### src/rtl/multicycle_control.sv
// Control unit for the non-pipelined processor: combinational instruction decode
// plus a two-state sequencer that stalls the PC while the multdiv unit works.
module multicycle_control #(
    parameter int DATA_WIDTH = 32,
    parameter int REG_ADDR_W = 5,
    parameter int STATUS_REG = 30,
    parameter int RA_REG     = 31,
    parameter int MD_TIMEOUT = 64
) (
    input  logic                  clock,
    input  logic                  reset,
    input  logic [31:0]           insn,
    input  logic                  alu_overflow,
    input  logic                  alu_neq,
    input  logic                  alu_lt,
    input  logic                  md_ready,
    input  logic                  md_exception,
    output logic                  rwe,
    output logic [REG_ADDR_W-1:0] wb_reg,
    output logic                  rdst,
    output logic                  alu_in_b,
    output logic [4:0]            alu_op,
    output logic                  dmwe,
    output logic [1:0]            rwd_sel,
    output logic                  br,
    output logic                  jp,
    output logic                  jr,
    output logic                  set_status,
    output logic [DATA_WIDTH-1:0] status_value,
    output logic                  ctrl_mult,
    output logic                  ctrl_div,
    output logic                  pc_stall
);
    localparam int CNT_W = (MD_TIMEOUT > 1) ? $clog2(MD_TIMEOUT) : 1;
    localparam logic [CNT_W-1:0] CNT_MAX = CNT_W'(MD_TIMEOUT - 1);

    localparam logic [4:0] OP_R    = 5'b00000;
    localparam logic [4:0] OP_J    = 5'b00001;
    localparam logic [4:0] OP_BNE  = 5'b00010;
    localparam logic [4:0] OP_JAL  = 5'b00011;
    localparam logic [4:0] OP_JR   = 5'b00100;
    localparam logic [4:0] OP_ADDI = 5'b00101;
    localparam logic [4:0] OP_BLT  = 5'b00110;
    localparam logic [4:0] OP_SW   = 5'b00111;
    localparam logic [4:0] OP_LW   = 5'b01000;
    localparam logic [4:0] FN_ADD  = 5'b00000;
    localparam logic [4:0] FN_SUB  = 5'b00001;
    localparam logic [4:0] FN_MUL  = 5'b00110;
    localparam logic [4:0] FN_DIV  = 5'b00111;

    typedef enum logic {RUN, MD_WAIT} state_t;

    state_t                state, state_next;
    logic [CNT_W-1:0]      count, count_next;
    logic [4:0]            opcode, fn;
    logic [REG_ADDR_W-1:0] rd;
    logic                  is_md;
    logic [2:0]            code;
    logic                  unused_bits;

    assign opcode      = insn[31:27];
    assign fn          = insn[6:2];
    assign rd          = REG_ADDR_W'(insn[26:22]);
    assign is_md       = (opcode == OP_R) && (fn == FN_MUL || fn == FN_DIV);
    assign unused_bits = ^{insn[21:7], insn[1:0]};

    always_ff @(posedge clock) begin
        if (reset) begin
            state <= RUN;
            count <= '0;
        end else begin
            state <= state_next;
            count <= count_next;
        end
    end

    always_comb begin
        state_next   = state;
        count_next   = count;
        rwe          = 1'b0;
        wb_reg       = rd;
        rdst         = 1'b0;
        alu_in_b     = 1'b0;
        alu_op       = (opcode == OP_R) ? fn :
                       ((opcode == OP_BNE || opcode == OP_BLT) ? 5'b00001 : 5'b00000);
        dmwe         = 1'b0;
        rwd_sel      = 2'd0;
        br           = 1'b0;
        jp           = 1'b0;
        jr           = 1'b0;
        set_status   = 1'b0;
        status_value = '0;
        ctrl_mult    = 1'b0;
        ctrl_div     = 1'b0;
        pc_stall     = 1'b0;
        code         = 3'd0;
        if (!reset) begin
            unique case (state)
                RUN: begin
                    if (is_md) begin
                        ctrl_mult  = (fn == FN_MUL);
                        ctrl_div   = (fn == FN_DIV);
                        pc_stall   = 1'b1;
                        count_next = '0;
                        state_next = MD_WAIT;
                    end else begin
                        case (opcode)
                            OP_R: begin
                                rwe = (rd != '0);
                                if (alu_overflow && fn == FN_ADD) code = 3'd1;
                                if (alu_overflow && fn == FN_SUB) code = 3'd3;
                            end
                            OP_ADDI: begin
                                alu_in_b = 1'b1;
                                rwe      = (rd != '0);
                                if (alu_overflow) code = 3'd2;
                            end
                            OP_SW: begin
                                alu_in_b = 1'b1;
                                rdst     = 1'b1;
                                dmwe     = 1'b1;
                            end
                            OP_LW: begin
                                alu_in_b = 1'b1;
                                rwe      = (rd != '0);
                                rwd_sel  = 2'd1;
                            end
                            OP_J: jp = 1'b1;
                            OP_JAL: begin
                                jp      = 1'b1;
                                wb_reg  = REG_ADDR_W'(RA_REG);
                                rwe     = (RA_REG != 0);
                                rwd_sel = 2'd2;
                            end
                            OP_JR: begin
                                rdst = 1'b1;
                                jr   = 1'b1;
                            end
                            OP_BNE: begin
                                rdst = 1'b1;
                                br   = alu_neq;
                            end
                            OP_BLT: begin
                                rdst = 1'b1;
                                br   = alu_lt;
                            end
                            default: ;
                        endcase
                    end
                end
                MD_WAIT: begin
                    // A real result beats the timeout when both land on the same cycle.
                    if (md_ready || count == CNT_MAX) begin
                        state_next = RUN;
                        if (md_ready && !md_exception) begin
                            rwe     = (rd != '0);
                            rwd_sel = 2'd3;
                        end else begin
                            code = (fn == FN_DIV) ? 3'd5 : 3'd4;
                        end
                    end else begin
                        pc_stall   = 1'b1;
                        count_next = count + CNT_W'(1);
                    end
                end
                default: state_next = RUN;
            endcase
            if (code != 3'd0) begin
                set_status   = 1'b1;
                rwe          = 1'b1;
                wb_reg       = REG_ADDR_W'(STATUS_REG);
                rwd_sel      = 2'd0;
                status_value = DATA_WIDTH'(code);
            end
        end
    end
endmodule

### config.mk
export PLATFORM = sky130hd
export DESIGN_NAME = multicycle_control
export DESIGN_NICKNAME = d
export VERILOG_FILES = /design/src/rtl/multicycle_control.sv
export SDC_FILE = /design/constraint.sdc
export NUM_CORES = 1
export LEC_CHECK = 0
export BUFFER_PORTS_ARGS = -buffer_cell sky130_fd_sc_hd__buf_2
export CELL_PAD_IN_SITES_DETAIL_PLACEMENT = 0
export CELL_PAD_IN_SITES_GLOBAL_PLACEMENT = 2
export CORE_ASPECT_RATIO = 1.1
export CORE_MARGIN = 10
export CORE_UTILIZATION = 17
export CTS_CLUSTER_SIZE = 30
export DETAILED_ROUTE_END_ITERATION = 16
export PLACE_DENSITY_LB_ADDON = 0.08
export SLEW_MARGIN = 15
export SYNTH_ARGS = -nofsm -noshare
export SYNTH_HDL_FRONTEND = slang
export SYNTH_SLANG_ARGS = --single-unit
export TNS_END_PERCENT = 100
### constraint.sdc
create_clock -name clock -period 4.2 [get_ports clock]
set_clock_uncertainty 0.05 [all_clocks]
set_input_delay 1.26 -clock clock [delete_from_list [all_inputs] [get_ports clock]]
set_output_delay 1.26 -clock clock [all_outputs]
set_load 0.05 [all_outputs]
## Yosys cells after proc, flatten, opt, wreduce, memory -nomap -nowiden

Cells that the tools add are included.

| storage, ports and cells | value |
|---|---|
| register bits after elaboration | 7 |
| input port bits | 39 |
| output and inout bits | 55 |
| logic and storage cells | 107 |

| operators by class | value |
|---|---|
| add/subtract/negate cells | 1 |
| eq/ne operators | 14 |
| mux-type cells | 72 |
| bitwise logic cells | 1 |
| reductions and logical operators | 17 |

Operator list:

| operator | number |
|---|---|
| 1-bit 2-to-1 mux | 42 |
| 5-bit by 3-bit equality test with 1-bit output (second input constant) | 6 |
| 5-bit 2-to-1 mux | 6 |
| 3-bit 2-to-1 mux | 7 |
| 2-bit 2-to-1 mux | 6 |
| 6-bit 2-to-1 mux | 2 |
| 3-bit case mux with 2 select lines | 2 |
| 6-bit case mux with 2 select lines | 1 |
| 5-bit by 1-bit equality test with 1-bit output (second input constant) | 2 |
| 5-bit by 2-bit equality test with 1-bit output (second input constant) | 2 |
| 5-bit zero test | 2 |
| 1-bit case mux with 2 select lines | 4 |
| 2-bit case mux with 2 select lines | 2 |
| 6-bit by 1-bit adder with 6-bit output (second input constant) | 1 |
| 6-bit equality test (second input constant) | 1 |
| 3-bit OR reduction | 2 |
| 5-bit by 4-bit equality test with 1-bit output (second input constant) | 1 |
| 5-bit nonzero test | 1 |
| 1-bit logical AND | 4 |
| 2-bit inequality test (second input constant) | 2 |
| 4-bit OR reduction | 1 |
| 1-bit logical OR | 3 |
| 3-bit nonzero test | 1 |
| 2-bit AND reduction | 1 |
| 3 further kinds | 3 |

## Depth between registers and ports, before layout

| logic depth | value |
|---|---|
| depth in word-level cells | 11 |
| mapped depth | 6 |
| depth with buffers taken out | 5 |

## Worst setup path after synthesis

OpenSTA, ideal clock, no wires.

| timing path | value |
|---|---|
| path kind | input to output |
| start point | in insn[28] |
| end point | out jp |
| arrival | 3.442 ns |
| required time | 2.890 ns |
| setup slack | -0.552 ns |
| stages on the path | 5 |
| buffers on the path | 1 |
| cell sequence | buf_2 > or3_1 > nor2_1 > a211o_1 > nor4_1 |

| between the ends | value |
|---|---|
| longest elaborated chain between the ends | 6 |
| elaborated cells on any way between the ends | 9 |
| classes of those cells | eq/ne (2); mux (4); reduce/logical (3) |

RTL lines:

| item | line | text |
|---|---|---|
| start, declared | 12 | `input logic [31:0] insn,` |
| 5-bit by 2-bit equality test with 1-bit output or 5-bit by 1-bit equality test with 1-bit output (tied branches) | 107 | `case (opcode)` |
| 2-bit OR reduction (no line) | - |  |
| 1-bit 2-to-1 mux | 107 |  |
| 1-bit 2-to-1 mux * | 100 | `if (is_md) begin` |
| 1-bit 2-to-1 mux * | 98 | `unique case (state)` |
| 1-bit 2-to-1 mux * | 97 | `if (!reset) begin` |
| end, declared | 26 | `output logic jp,` |

Mark *: on every way between the ends. The rest lies on a longest branch, timed or not.

## Final worst setup path

| timing path | value |
|---|---|
| start point | in insn[29] |
| end point | out wb_reg[0] |

| between the ends | value |
|---|---|
| longest elaborated chain between the ends | 8 |
| elaborated cells on any way between the ends | 14 |
| classes of those cells | eq/ne (2); mux (9); reduce/logical (3) |

RTL lines:

| item | line | text |
|---|---|---|
| 5-bit by 3-bit equality test with 1-bit output or 5-bit zero test (tied branches) | 107, 64 |  |
| 3-bit case mux with 2 select lines or 1-bit logical AND (tied branches) | 107, 64 |  |
| 3-bit 2-to-1 mux | 100 |  |
| 3-bit case mux with 2 select lines | 98 |  |
| 3-bit 2-to-1 mux | 97 |  |
| 3-bit nonzero test | 168 | `if (code != 3'd0) begin` |
| 5-bit 2-to-1 mux * | 168 |  |
| 5-bit 2-to-1 mux * | 97 |  |
| end, declared | 19 | `output logic [REG_ADDR_W-1:0] wb_reg,` |

Mark *: on every way between the ends. The rest lies on a longest branch, timed or not. The select of a mux whose other input is x is not followed.

==> qor.txt <==
Leakage Power = 0.7286 nW
Area after DPL = 1459 µm²
Fmax = 240.7 MHz
Die area = 9694 µm²
Post-CTS Setup Bufs = 0
Final Util = 26.03%
Proportion of layout cells with a drive suffix above 1 = 42.45%
Setup TNS = 0 ns
Routed WL = 4162 µm
Dpl cells = 285
RSZ-0062 raised after global routing = true
Fraction of registers with async set/reset = 0%
Core area = 5878 µm²
Critical path, cell by cell = buf_6, inv_4, or4_4, or3b_1, a21o_1, o211a_1, clkbuf_4
Fin crit period = 4.155 ns
Initial drt markers = 27
Layout Nets = 253
Synthesized area = 1046 µm²
Max VDD drop = 0.0001047 V
Crit start category = primary input
Routed vias/inst = 4.135
Post-synthesis register bit count = 7
Clock tree sinks = 7
Yosys warns = 0
Path type of the worst setup path = primary input to output port
Hold buffer count at CTS = 0
Slowest CP cell = or4_4
Part of the cycle the worst path needs = 98.94%
Final ANT Viol Nets = 0
Synth Instances = 144
Layout Cells excl Fill = 289
TritonCTS clock tree = yes
Post-synthesis sequential area ratio = 13.40%
Total CTS buffers = 3
CP arrival = 2.85 ns
Cell area after layout = 1530 µm²
Number of diodes = 0
Vias in the first global route = 1224
RePlAce Congestion = 0.8236
CP Capture Type = output port
Layout area overhead = 46.29%
Largest net degree at the start of global routing = 15
Total GRT Usage = 8.002%
Routed len/inst = 14.40 µm
Final Max Tran Viols = 0
# H-tree levels = 1
Total vias in the final route = 1195
Status = finished clean
Commonest non-fill, non-tap cells in the layout = 42 x buf_2, 29 x conb_1, 22 x buf_4
Number of distinct library cells after synthesis = 46
IO buf count = 47
Req. time, crit path = 2.89 ns
HP Class = flop to flop
Root Buffer Master = clkbuf_8
First-pass GRT wire length = 6334 µm
Final Hold Vio Count = 0
Register clock-pin slew on the reported worst setup and hold paths = 0.04 ns
Mean post-synth cell area = 7.264 µm²
FP Rows = 29
Critical-path maximum fanout = 4
Worst-Skew Late Latency = 0.23 ns
Pwr dens = 197.0 nW/µm²
Max incr delay on CP = 0.53 ns
Total of max-cap violations = 0
Ports = 94
Clk buf depth = 2
Drt drc = 0
Starting density of the core = 17.79%
DRT Pass-1 Iters = 4
Die Span Y = 102.3 µm
Die Span X = 94.79 µm
Initial antenna violation count = 0
Total grt overflow = 0
HPWL after DPL = 3638 µm
Total power = 0.3015 mW
Number of synthesized flops with an enable pin = 0
Commonest non-fill, non-tap cell in the layout = buf_2
Top_reg_cell synth = dfxtp_1
Final setup viols = 0
Fill cells = 688
stage by stage:
step,hold WS [ns],setup WS (ns)
2_1_floorplan,0.3820,-0.5518
3_3_place_gp,0.4022,-0.1411
3_5_place_dp,0.4124,-0.1311
4_1_cts,0.4217,-0.001226
5_1_grt,0.4306,-0.03389
6_report,0.4236,0.04469
Yosys cell counts (2+ instances only):
| cell | instances | area (µm²) |
|---|---|---|
| buf_4 | 29 | 217.7 |
| nor2_1 | 12 | 45.04 |
| a21oi_1 | 8 | 40.04 |
| nand2_1 | 8 | 30.03 |
| and2_1 | 7 | 43.79 |
| dfxtp_1 | 7 | 140.1 |
| inv_1 | 7 | 26.28 |
| o211ai_1 | 6 | 45.04 |
| a211oi_1 | 4 | 30.03 |
| nor3_1 | 4 | 20.02 |
| nor4_1 | 4 | 25.02 |
| a211o_1 | 2 | 17.52 |
| a21o_1 | 2 | 15.01 |
| a41oi_1 | 2 | 17.52 |
| and3_1 | 2 | 12.51 |
| clkbuf_1 | 2 | 7.510 |
| mux2i_1 | 2 | 20.02 |
| nand2b_1 | 2 | 12.51 |
| nand3_1 | 2 | 10.01 |
| nand3b_1 | 2 | 15.01 |
| nor3b_1 | 2 | 15.01 |
| o21ai_0 | 2 | 10.01 |
| or2_2 | 2 | 12.51 |
| or3_1 | 2 | 12.51 |
worst max-delay path: cells and delay by family:
kind | cells | cell delay [ns]
AND/OR/NAND/NOR | 2 | 0.90
AO/OA/AOI/OAI | 2 | 0.36
buffers and inverters | 3 | 0.33
cells by family after synthesis:
group                      count (synthesis)  share of synthesized area (%)
adders and majority gates                  2                          2.153
muxes                                      2                          1.914
DFF                                        7                          13.40
AOI/OAI and AO/OA                         34                          25.12
xor gates and xnor gates                   2                          1.675
and+or+nand+nor                           55                          29.19
other                                      1                         0.3585
buffers and inverters                     41                          26.20
flip-flops by register name, summed over array words and instances (netlist names):
| register | cells |
|---|---|
| count | 6 |
| state | 1 |
what timing repair did:
item / in CTS / in global routing
resized for setup: 5 / 5
pin swaps: 3 / 0
setup endpoints to repair: 8 / 8
area by class of cell:
class,count,area [µm²],share of cell area (%)
well taps,77,96.34,6.296
repair buffers,69,420.4,27.47
clock buffers,4,45.04,2.944
flip-flops and latches,7,140.1,9.158
inverters,8,32.53,2.126
multi-input cells,124,795.8,52.00
metal layers:
layer  up-vias  GRT usage (%)  routed length [µm]
met1       562          7.976                1565
met5         -              0                   0
li1        594              -                   -
met2        35          16.12                2289
met4         0          1.498                  23
met3         4          2.053                 285
power by group:
| part | leakage [nW] | switching [mW] | internal, mW |
|---|---|---|---|
| combinational | 0.650 | 0.107 | 0.0320 |
| sequential | 0.0563 | 0.0000419 | 0.0668 |
| clock | 0.0228 | 0.0297 | 0.0657 |
path summary, 6_finish.rpt:
path | startpoint | slack (ns) | cells after the start | to
worst max-delay path | insn[29] | 0.04 | 7 | wb_reg[0]
worst min-delay path | count[4] | 0.42 | 1 | count[4]
worst max register to register | count[0] | 2.55 | 6 | count[3]
worst min register to register | count[4] | 0.42 | 1 | count[4]
No activity file was read; power rests on OpenSTA's default activity.
